**src/rtl/apb_cmd_master.sv**
```systemverilog
// APB requester: takes one command at a time on a valid/ready port, runs a
// SETUP/ACCESS transfer with a wait-state timeout, and returns the result.
module apb_cmd_master #(
  parameter int ADDR_W  = 8,
  parameter int DATA_W  = 8,
  parameter int TIMEOUT = 16
) (
  input  logic              pclk,
  input  logic              preset,
  input  logic              cmd_valid,
  output logic              cmd_ready,
  input  logic              cmd_write,
  input  logic [ADDR_W-1:0] cmd_addr,
  input  logic [DATA_W-1:0] cmd_wdata,
  output logic              rsp_valid,
  input  logic              rsp_ready,
  output logic [DATA_W-1:0] rsp_rdata,
  output logic              rsp_err,
  output logic              rsp_timeout,
  output logic              psel,
  output logic              penable,
  output logic              pwrite,
  output logic [ADDR_W-1:0] paddr,
  output logic [DATA_W-1:0] pwdata,
  input  logic [DATA_W-1:0] prdata,
  input  logic              pready,
  input  logic              pslverr
);

  typedef enum logic [1:0] {S_IDLE, S_SETUP, S_ACCESS, S_RESP} state_t;

  localparam int CNT_W = (TIMEOUT > 0) ? $clog2(TIMEOUT + 1) : 1;

  state_t              r_state, w_state_nx;
  logic [CNT_W-1:0]    r_cnt, w_cnt_nx;
  logic                r_psel, w_psel_nx;
  logic                r_penable, w_penable_nx;
  logic                r_pwrite, w_pwrite_nx;
  logic [ADDR_W-1:0]   r_paddr, w_paddr_nx;
  logic [DATA_W-1:0]   r_pwdata, w_pwdata_nx;
  logic                r_rsp_valid, w_rsp_valid_nx;
  logic [DATA_W-1:0]   r_rsp_rdata, w_rsp_rdata_nx;
  logic                r_rsp_err, w_rsp_err_nx;
  logic                r_rsp_timeout, w_rsp_timeout_nx;
  logic                w_timeout_hit;

  // The edge that sees pready low for the TIMEOUT-th time is the abort edge.
  assign w_timeout_hit = (TIMEOUT > 0) && (r_cnt == CNT_W'(TIMEOUT - 1));

  assign cmd_ready = (r_state == S_IDLE) && !preset;

  always_comb begin
    // NOTE: every target gets a hold default before the case, so no path can infer a latch.
    w_state_nx       = r_state;
    w_cnt_nx         = r_cnt;
    w_psel_nx        = r_psel;
    w_penable_nx     = r_penable;
    w_pwrite_nx      = r_pwrite;
    w_paddr_nx       = r_paddr;
    w_pwdata_nx      = r_pwdata;
    w_rsp_valid_nx   = r_rsp_valid;
    w_rsp_rdata_nx   = r_rsp_rdata;
    w_rsp_err_nx     = r_rsp_err;
    w_rsp_timeout_nx = r_rsp_timeout;

    unique case (r_state)
      S_IDLE: begin
        if (cmd_valid && cmd_ready) begin
          w_state_nx   = S_SETUP;
          w_cnt_nx     = '0;
          w_psel_nx    = 1'b1;
          w_penable_nx = 1'b0;
          w_pwrite_nx  = cmd_write;
          w_paddr_nx   = cmd_addr;
          w_pwdata_nx  = cmd_wdata;
        end
      end
      S_SETUP: begin
        w_state_nx   = S_ACCESS;
        w_penable_nx = 1'b1;
      end
      S_ACCESS: begin
        if (pready) begin
          w_state_nx       = S_RESP;
          w_psel_nx        = 1'b0;
          w_penable_nx     = 1'b0;
          w_rsp_valid_nx   = 1'b1;
          w_rsp_rdata_nx   = r_pwrite ? '0 : prdata;
          w_rsp_err_nx     = pslverr;
          w_rsp_timeout_nx = 1'b0;
        end else if (w_timeout_hit) begin
          w_state_nx       = S_RESP;
          w_psel_nx        = 1'b0;
          w_penable_nx     = 1'b0;
          w_rsp_valid_nx   = 1'b1;
          w_rsp_rdata_nx   = '0;
          w_rsp_err_nx     = 1'b1;
          w_rsp_timeout_nx = 1'b1;
        end else if (r_cnt != '1) begin
          w_cnt_nx = r_cnt + 1'b1;
        end
      end
      S_RESP: begin
        if (rsp_ready) begin
          w_state_nx     = S_IDLE;
          w_rsp_valid_nx = 1'b0;
        end
      end
      default: w_state_nx = S_IDLE;
    endcase
  end

  always_ff @(posedge pclk) begin
    if (preset) begin
      r_state       <= S_IDLE;
      r_cnt         <= '0;
      r_psel        <= 1'b0;
      r_penable     <= 1'b0;
      r_pwrite      <= 1'b0;
      r_paddr       <= '0;
      r_pwdata      <= '0;
      r_rsp_valid   <= 1'b0;
      r_rsp_rdata   <= '0;
      r_rsp_err     <= 1'b0;
      r_rsp_timeout <= 1'b0;
    end else begin
      // NOTE: non-blocking so every register samples the pre-edge values.
      r_state       <= w_state_nx;
      r_cnt         <= w_cnt_nx;
      r_psel        <= w_psel_nx;
      r_penable     <= w_penable_nx;
      r_pwrite      <= w_pwrite_nx;
      r_paddr       <= w_paddr_nx;
      r_pwdata      <= w_pwdata_nx;
      r_rsp_valid   <= w_rsp_valid_nx;
      r_rsp_rdata   <= w_rsp_rdata_nx;
      r_rsp_err     <= w_rsp_err_nx;
      r_rsp_timeout <= w_rsp_timeout_nx;
    end
  end

  assign psel        = r_psel;
  assign penable     = r_penable;
  assign pwrite      = r_pwrite;
  assign paddr       = r_paddr;
  assign pwdata      = r_pwdata;
  assign rsp_valid   = r_rsp_valid;
  assign rsp_rdata   = r_rsp_rdata;
  assign rsp_err     = r_rsp_err;
  assign rsp_timeout = r_rsp_timeout;

endmodule
```
**config.mk**
```make
export PLATFORM = sky130hd
export DESIGN_NAME = apb_cmd_master
export DESIGN_NICKNAME = d
export VERILOG_FILES = /design/src/rtl/apb_cmd_master.sv
export SDC_FILE = /design/constraint.sdc
export NUM_CORES = 1
export LEC_CHECK = 0
export ABC_CLOCK_PERIOD_IN_PS = 2600
export BUFFER_PORTS_ARGS = -buffer_cell sky130_fd_sc_hd__buf_2
export CORE_MARGIN = 2
export CORE_UTILIZATION = 45
export DETAILED_ROUTE_END_ITERATION = 10
export PLACE_DENSITY = 0.74
export SLEW_MARGIN = 25
export SYNTH_ARGS = -nofsm -noshare
export SYNTH_HDL_FRONTEND = slang
export SYNTH_SLANG_ARGS = --single-unit
export TNS_END_PERCENT = 50
```
**constraint.sdc**
```tcl
create_clock -name pclk -period 2.6 [get_ports pclk]
set_input_delay 0.26 -clock pclk [delete_from_list [all_inputs] [get_ports pclk]]
set_output_delay 0.26 -clock pclk [all_outputs]
set_load 0.03 [all_outputs]
```
==> flow_summary.toml, run 1 <==
[synthesis]
synth_seq_area_share_pct = 45.7
synth_nets = 232
ys_async_sr_fraction_pct = 0
ys_types = 31
ys.flop_type = "dfxtp_1"
syn_inst = 192
synth_warnings = 0
synth.ff_latch_count = 37
synth_edf_count = 0
syn_avg_cell_area_sq_um = 8.44
syn_area_sq_um = 1620

[placement]
dp_hpwl_um = 2500
port_buffers = 61
gp_congestion = 0.816

[outcome]
status = "complete, no violations"

[clock_network]
cts.repair.resized = 0
clkSlewWorstSetupHoldPaths_ps = 110
postCtsSetupBuffers = 0
clock_latency_ps = 340
clock_path_buffers = 2
hold_buffers = 0
cts_num_sinks = 37
htree_levels = 2
numCtsBuffers = 5
cts_tree = "yes"
cts_root_buffer = "clkbuf_4"

[grt]
antenna_found_initial = 0
grt_remaining_overflow = 0
grt_max_degree = 42
first_global_vias = 1394
grt.total_usage_pct = 18.5
grt_pass1_wl_um = 6010

[setup_path]
crit_required_ps = 2860
timing.rr.start = "r_cnt[0]"
crit_start = "r_cnt[0]"
critPathKind = "reg2reg"
cp-start-kind = "flip-flop"
crit_fanout = 7
worstPathArrival_ps = 2440
end_kind = "flip-flop"

[timing]
worst_pin_slew_ps = 614
finalCritPeriodShare_pct = 83.9
rsz0062_at_grt = "no"
drv_slew = 0
hold_viol = 0
fin_tns_setup_ps = 0
finClkSkew_ps = 9.19
maxSlewHeadroom_pct = 58.8
fmax_mhz = 459
setup_viol = 0
worst_hold_slack_ps = 93.7
period_needed_ps = 2180

[pwr]
p_leak_nw = 0.970
pwr_density_cell_nw_per_um2 = 871
ir_worst_vdd_uv = 378

[floorplanning]
initial_utilization_pct = 47.8
ioPinCount = 62
fp.dieH_um = 64.0
die_w_um = 64.0
rows = 21
die_area_sq_um = 4100
coreArea_sq_um = 3390

[layout]
finalNetCount = 294
layout_commonest_cell = "buf_2"
regArea_sq_um = 741
area_growth_syn_to_layout_pct = 24.8
fillCellCount = 320
multi_input_area_sq_um = 818
drive_gt1_share_pct = 29.4
diodes = 0
mostFrequentLayoutCells = "buf_2 (61), nand2_1 (47), dfxtp_1 (37), nand3b_1 (17), a21oi_1 (15)"

[detailed_routing]
drc_errors = 0
antenna_left = 0
drt_pass1_iterations = 4
avgViaCountPerCell = 4.97
drt_iter0_drc = 53
drt_wl_total_um = 3570
dr_total_vias = 1497
wl_per_cell_um = 11.9

[worst_hold_path]
hold_path_class = "in2reg"
hp-start = "cmd_addr[6]"

[job]
maxCapViolCount = 0
## path summary, 6_finish.rpt
path                                     end  slack (ps)  cells past startpoint
worst max-delay path                r_cnt[3]         420                      7
worst min-delay path                paddr[6]          90                      3
worst max register to register      r_cnt[3]         420                      7
worst min register to register  rsp_rdata[7]         450                      2
## synthesized netlist by cell type, types with 2 or more instances
master / n / area (sq um)
a21oi_1: 15 / 75.1
clkbuf_1: 7 / 26.3
dfxtp_1: 37 / 741
ha_1: 9 / 113
inv_1: 7 / 26.3
mux2i_1: 2 / 20.0
nand2_1: 47 / 176
nand2b_1: 4 / 25.0
nand3_1: 9 / 45.0
nand3b_1: 17 / 128
nor2_1: 8 / 30.0
nor2b_1: 4 / 25.0
nor3_1: 3 / 15.0
o21ai_0: 4 / 20.0
o32ai_1: 2 / 17.5
or3_4: 2 / 22.5
## final cells by class
class,count,area share (%)
clock inverters,2,0.495
repair buffers,64,16.2
clock buffers,6,2.04
well taps,46,2.85
multi-input cells,139,40.5
flip-flops and latches,37,36.6
inverters,7,1.30
## worst max-delay path, cell delays in order (launching register included)
cell and delay (ps):
dfxtp_1 370, ha_1 240, and3_1 200, ha_1 260, nor3_1 250, nand4_1 150
or4b_1 470, a31oi_1 170
## report_power, final
| group | switching [W] | total, W | internal [W] |
|---|---|---|---|
| Combinational | 0.000489 | 0.000744 | 0.000255 |
| Clock | 0.000185 | 0.000288 | 0.000103 |
| Sequential | 0.0000657 | 0.000730 | 0.000664 |
## cells by family (layout without fill, tap and decap cells)
| kind of cell | after synthesis | count (layout) | synth area share [%] |
|---|---|---|---|
| muxes | 2 | 2 | 1.24 |
| DFF | 37 | 37 | 45.7 |
| adders and majority gates | 9 | 9 | 6.95 |
| buffers and inverters | 16 | 79 | 3.78 |
| and+or+nand+nor | 99 | 99 | 31.0 |
| AOI/OAI and AO/OA | 29 | 29 | 11.3 |
## metrics by stage
step                instance area, sq um  utilization, %  setup WS [ps]  power [W]  cells
floorplan                           1620               -            605    0.00127    192
CTS                                 2020            59.7            429    0.00177    301
global placement                    1970            58.1            527    0.00148    293
global route                        2020            59.7            243    0.00189    301
finish                              2020            59.7            420    0.00176    301
detailed placement                  1970            58.1            459    0.00148    293
## registers in the layout, summed over array words and instances (netlist names)
register     cells
paddr            8
penable          1
psel             1
pwdata           8
pwrite           1
r_cnt            5
r_state          2
rsp_err          1
rsp_rdata        8
rsp_timeout      1
rsp_valid        1
## layer usage
| layer | wire length (um) | track usage, % | part of all wire (%) |
|---|---|---|---|
| met1 | 1710 | 23.2 | 48 |
| met2 | 1610 | 29.4 | 45 |
| met3 | 215 | 6.87 | 6.0 |
| met4 | 37 | 5.98 | 1.0 |
| met5 | 0 | 0 | 0 |
(Power assumes the default switching activity.)
==> run 2, diff against run 1 <==
--- a/config.mk
+++ b/config.mk
@@ -5,7 +5,8 @@
 export SDC_FILE = /design/constraint.sdc
 export NUM_CORES = 1
 export LEC_CHECK = 0
-export ABC_CLOCK_PERIOD_IN_PS = 2600
+export ABC_AREA = 1
+export ABC_CLOCK_PERIOD_IN_PS = 2200
 export BUFFER_PORTS_ARGS = -buffer_cell sky130_fd_sc_hd__buf_2
 export CORE_MARGIN = 2
 export CORE_UTILIZATION = 45
==> constraint.sdc (replaced) <==
create_clock -name pclk -period 2.2 [get_ports pclk]
set_input_delay 0.22 -clock pclk [delete_from_list [all_inputs] [get_ports pclk]]
set_output_delay 0.22 -clock pclk [all_outputs]
set_load 0.03 [all_outputs]
==> run 2 against run 1 <==
Against the previous run:
- non-clock buffer count decreased by 1
- combinational power grew 37%
- utilization fell by 2.2 points
- sequential power increased by 25%
- critical path type unchanged
- largest cell class unchanged
==> flow_summary.toml, run 2 <==
[setup_path]
end_kind = "flip-flop"
timing.rr.start = "r_state[0]"
r2r_cells = 7
crit_required_ps = 2380
cp-start-kind = "flip-flop"
r2r_end = "psel"
worstPathArrival_ps = 1950
r2r_slack_ps = 430
critPathKind = "reg2reg"
crit_fanout = 13

[floorplanning]
die_w_um = 65.2
fp.dieH_um = 65.2
initial_utilization_pct = 46.3
die_area_sq_um = 4250
ioPinCount = 62
coreArea_sq_um = 3630
rows = 22

[synthesis]
syn_inst = 223
synth_commonest_cells = "nand2_1 (66), dfxtp_1 (37), nor2_1 (27), nand3_1 (22), inv_1 (13)"
ys_types = 22
synth.ff_latch_count = 37
synth.most_common_cell = "nand2_1"
ys_async_sr_fraction_pct = 0
synth_warnings = 0
ys.flop_type = "dfxtp_1"
synth_seq_area_share_pct = 44.0
synth_top_area_cell = "dfxtp_1"
synth_top_area_share_pct = 44.0
synth_nets = 263
synth_edf_count = 0
syn_avg_cell_area_sq_um = 7.55
synth.area.top_cells = "dfxtp_1 (44%), nand2_1 (15%), ha_1 (6.7%)"
syn_area_sq_um = 1680

[grt]
grt_max_degree = 25
first_global_vias = 1362
grt.total_usage_pct = 17.5
grt_pass1_wl_um = 5910
grt_remaining_overflow = 0
antenna_found_initial = 0

[layout]
drive_gt1_share_pct = 28.9
fillCellCount = 358
layout_commonest_cell = "nand2_1"
finalNetCount = 324
area_growth_syn_to_layout_pct = 24.0
mostFrequentLayoutCells = "nand2_1 (66), buf_2 (61), dfxtp_1 (37), nor2_1 (27), nand3_1 (22)"
fin_area_sq_um = 2090
diodes = 0

[pwr]
ir_worst_vdd_uv = 673
switching_share_pct = 42.4
p_switching_w = 0.00102
power_frac_comb_pct = 42.2
p_int_w = 0.00139
pwr_density_cell_nw_per_um2 = 1150
p_leak_nw = 1.10
p_seq_share_pct = 37.9
power.share.clock_pct = 19.9

[clock_network]
htree_levels = 2
postCtsSetupBuffers = 0
cts.repair.resized = 0
clkSlewWorstSetupHoldPaths_ps = 70
numCtsBuffers = 5
clock_latency_ps = 280
cts_tree = "yes"
cts_num_sinks = 37
clock_path_buffers = 2
hold_buffers = 0
cts_root_buffer = "clkbuf_8"

[detailed_routing]
drt_pass1_iterations = 4
dr_total_vias = 1519
drc_errors = 0
drt_wl_total_um = 3500
wl_per_cell_um = 10.5
drt_iter0_drc = 86
avgViaCountPerCell = 4.58
antenna_left = 0

[placement]
place_area_sq_um = 2000
dp_hpwl_um = 2660
gp_congestion = 0.830
port_buffers = 61

[timing]
fin_tns_setup_ps = 0
setup_viol = 0
worst_pin_slew_ps = 541
period_needed_ps = 1770
maxSlewHeadroom_pct = 64.0
drv_slew = 0
rsz0062_at_grt = "no"
fmax_mhz = 565
finClkSkew_ps = 3.11
finalCritPeriodShare_pct = 80.5
hold_viol = 0

[outcome]
status = "complete, no violations"

[worst_hold_path]
whs_path_depth = 3
hold_path_class = "in2reg"
whs_endpoint = "pwdata[2]"
hp-start = "cmd_wdata[2]"

[job]
maxCapViolCount = 0
-- run 2: area by class of cell --
type	count	area, sq um	area share, %
multi-input cells	158	800	38.3
flip-flops and latches	37	741	35.5
repair buffers	63	320	15.3
clock buffers	6	82.6	3.96
inverters	19	76.3	3.66
well taps	48	60.1	2.88
clock inverters	1	7.51	0.360
-- run 2: how the worst max path moves through the flow --
stage,from,to,slack [ps],depth (start not counted)
final,r_state[0],psel,430,7
after global routing,r_state[0],r_cnt[1],290,9
after CTS,r_state[0],psel,420,7
after detailed placement,r_state[0],psel,430,7
after global placement,r_state[0],psel,510,7
after floorplan,r_cnt[0],psel,700,9
-- run 2: cell families after synthesis --
family,after synthesis,share of synthesized area [%]
adders and majority gates,9,6.69
and+or+nand+nor,133,35.9
DFF,37,44.0
buffers and inverters,28,8.48
AOI/OAI and AO/OA,16,4.91
-- run 2: critical path, stage by stage, from the launching register on --
cell	delay (ps)
dfxtp_1	350
inv_1	110
ha_1	510
nand2_1	180
nand2_4	190
inv_2	100
o21ai_0	180
nor2_1	50
-- run 2: metrics by stage --
| step | power (W) | std cells | hold slack (ps) | util, % | setup slack, ps |
|---|---|---|---|---|---|
| finish | 0.00241 | 332 | 127 | 57.4 | 429 |
| floorplan | 0.00172 | 223 | 331 | - | 700 |
| global route | 0.00259 | 332 | 125 | 57.4 | 286 |
| global placement | 0.00194 | 325 | 414 | 55.0 | 511 |
| detailed placement | 0.00194 | 325 | 416 | 55.0 | 431 |
| CTS | 0.00243 | 332 | 120 | 57.4 | 423 |
-- run 2: power groups by stage --
stage	logic, W	clock network (W)	registers, W
after floorplan	0.000609	0	0.00111
after global placement	0.00101	0	0.000926
after detailed placement	0.00102	0	0.000927
after CTS	0.00102	0.000490	0.000914
after global routing	0.00115	0.000515	0.000931
final	0.00102	0.000479	0.000912
-- run 2: metal layers --
| layer | vias up | track usage [%] | part of all wire, % |
|---|---|---|---|
| met4 | 0 | 3.13 | 0.51 |
| li1 | 824 | - | - |
| met5 | - | 0 | 0 |
| met2 | 45 | 29.0 | 45 |
| met1 | 648 | 22.5 | 48 |
| met3 | 2 | 6.16 | 6.5 |
==> run 3, diff against run 2 <==
--- a/config.mk
+++ b/config.mk
@@ -5,8 +5,8 @@
 export SDC_FILE = /design/constraint.sdc
 export NUM_CORES = 1
 export LEC_CHECK = 0
-export ABC_AREA = 1
-export ABC_CLOCK_PERIOD_IN_PS = 2200
+export ABC_AREA = 0
+export ABC_CLOCK_PERIOD_IN_PS = 1800
 export BUFFER_PORTS_ARGS = -buffer_cell sky130_fd_sc_hd__buf_2
 export CORE_MARGIN = 2
 export CORE_UTILIZATION = 45
==> constraint.sdc (replaced) <==
create_clock -name pclk -period 1.8 [get_ports pclk]
set_input_delay 0.18 -clock pclk [delete_from_list [all_inputs] [get_ports pclk]]
set_output_delay 0.18 -clock pclk [all_outputs]
set_load 0.03 [all_outputs]
==> run 3 against run 2 <==
Against the previous run:
- the run now ends with negative setup slack left
- highest routed layer unchanged
- via count up 3.4%
- sequential cell count unchanged
- critical path type unchanged
- setup slack worse by 490 ps
- total power up 14%
- largest power group unchanged
- clock power up 5.2%
- register-to-register slack worse by 490 ps
- combinational power up 16%
==> flow_summary.toml, run 3 (synthesized netlist as in run 1, its figures left out) <==
[outcome]
status = "complete, but fails checks"
violations = "negative setup slack"

[clock_network]
clock_path_buffers = 2
clock_latency_ps = 350
htree_levels = 2
postCtsSetupBuffers = 0
cts_root_buffer = "clkbuf_4"
cts_tree = "yes"
numCtsBuffers = 5
clkSlewWorstSetupHoldPaths_ps = 110
cts_num_sinks = 37

[detailed_routing]
drt_iter0_drc = 82
dr_total_vias = 1570
drt_wl_total_um = 3850
antenna_left = 0
wl_per_cell_um = 12.2
drt_pass1_iterations = 4
drc_errors = 0
avgViaCountPerCell = 4.97

[timing]
rsz0062_at_grt = "yes"
maxSlewHeadroom_pct = 65.2
finClkSkew_ps = 8.00
period_needed_ps = 1870
finalCritPeriodShare_pct = 104
worst_pin_slew_ps = 522
drv_slew = 0
layout_setup_ws_ps = -65.7
fmax_mhz = 536
setup_viol = 3
hold_viol = 0

[placement]
dp_hpwl_um = 2720
place_area_sq_um = 2080
gp_congestion = 0.773
pre_cts_ws_ps = -48.8
port_buffers = 61

[layout]
diodes = 0
fillCellCount = 303
mostFrequentLayoutCells = "buf_2 (61), nand2_1 (47), dfxtp_1 (33), nand3b_1 (17), a21oi_1 (15)"
area_growth_syn_to_layout_pct = 36.5
drive_gt1_share_pct = 35.6
fin_area_sq_um = 2210
layout_commonest_cell = "buf_2"
finalNetCount = 309
fin_util_pct = 65.3

[setup_path]
slowest_delay_ps = 380
cp-start-kind = "flip-flop"
critPathKind = "reg2reg"
worstPathArrival_ps = 2150
critPathTopFamily = "simple AND/OR/NAND/NOR gates"
critical_path.cell_chain = "ha_4, and3_4, ha_4, or3_4, or3_4, o32ai_2"
crit_required_ps = 2080
worstPathBufferInverterCount = 0
r2r_slack_ps = -70
crit_fanout = 4
end_kind = "flip-flop"
slowest_stage = "or3_4"

[grt]
antenna_found_initial = 0
grt_remaining_overflow = 0
grt_pass1_wl_um = 6420
grt_max_degree = 32
grt.total_usage_pct = 20.2
first_global_vias = 1524

[pwr]
p_int_w = 0.00164
p_seq_share_pct = 38.5
p_switching_w = 0.00110
power.share.clock_pct = 18.3
p_leak_nw = 1.05
pwr_density_cell_nw_per_um2 = 1240
ir_worst_vdd_uv = 692
switching_share_pct = 40.1
power_frac_comb_pct = 43.1

[floorplanning]
die_area_sq_um = 4100
initial_utilization_pct = 47.8
coreArea_sq_um = 3390
ioPinCount = 62
rows = 21
fp.dieH_um = 64.0
die_w_um = 64.0

[worst_hold_path]
hold_path_class = "in2reg"

[job]
maxCapViolCount = 0
run 3: changes by cell type in the layout (fill, tap and decap cells not counted), moves of 8 or more:
cell and change:
buf_4 +12, nand2_1 -19, nand3_1 -13, nand3b_1 +17
nand4_1 -8, nor2_1 -19
run 3: final cells by class:
type / instances / area (sq um) / share of cell area, %
Multi-Input combinational cell: 139 / 862 / 39.0
Tap cell: 46 / 57.6 / 2.60
Clock inverter: 1 / 5.00 / 0.226
Sequential cell: 37 / 746 / 33.7
Inverter: 7 / 26.3 / 1.19
Clock buffer: 7 / 65.1 / 2.94
Timing Repair Buffer: 79 / 450 / 20.4
run 3: repair_timing:
action / CTS / global route
endpoints found under the setup margin: 5 / 8
hold buffers: 2 / 2
resized for setup: 3 / 3
hold endpoints to repair: 2 / 2
gates cloned: 0 / 0
pin swaps: 1 / 1
run 3: layer usage:
metal | GRT usage [%] | wire (um) | up-vias
met4 | 9.78 | 82 | 0
met1 | 24.3 | 1740 | 713
met5 | 0 | 0 | -
li1 | - | - | 806
met2 | 32.8 | 1820 | 41
met3 | 5.99 | 203 | 10
run 3: worst paths after layout:
| path | from | endpoint | cells after the start |
|---|---|---|---|
| worst max-delay path | r_cnt[1] | r_cnt[2] | 6 |
| worst min-delay path | cmd_wdata[5] | pwdata[5] | 3 |
| worst max register to register | r_cnt[1] | r_cnt[2] | 6 |
| worst min register to register | rsp_rdata[2] | rsp_rdata[2] | 2 |
run 3: through the flow:
step	setup TNS [ps]	hold slack (ps)	std cells	power [W]
finish	-111	5.18	316	0.00275
CTS	-128	1.04	314	0.00275
floorplan	-26.1	279	192	0.00184
detailed placement	-85.3	368	304	0.00224
global route	-660	3.92	316	0.00292
global placement	-14.9	362	304	0.00222
run 3: power groups by stage:
stage | clock network [W] | logic (W) | registers, W
after floorplan | 0 | 0.000553 | 0.00128
after global placement | 0 | 0.00116 | 0.00106
after detailed placement | 0 | 0.00118 | 0.00106
after CTS | 0.000512 | 0.00118 | 0.00105
after global routing | 0.000552 | 0.00129 | 0.00108
final | 0.000504 | 0.00118 | 0.00106
run 3: worst min-delay path, delay by kind of cell:
kind	cells	cell delay [ps]
simple gates	2	80
buf+inv	1	70
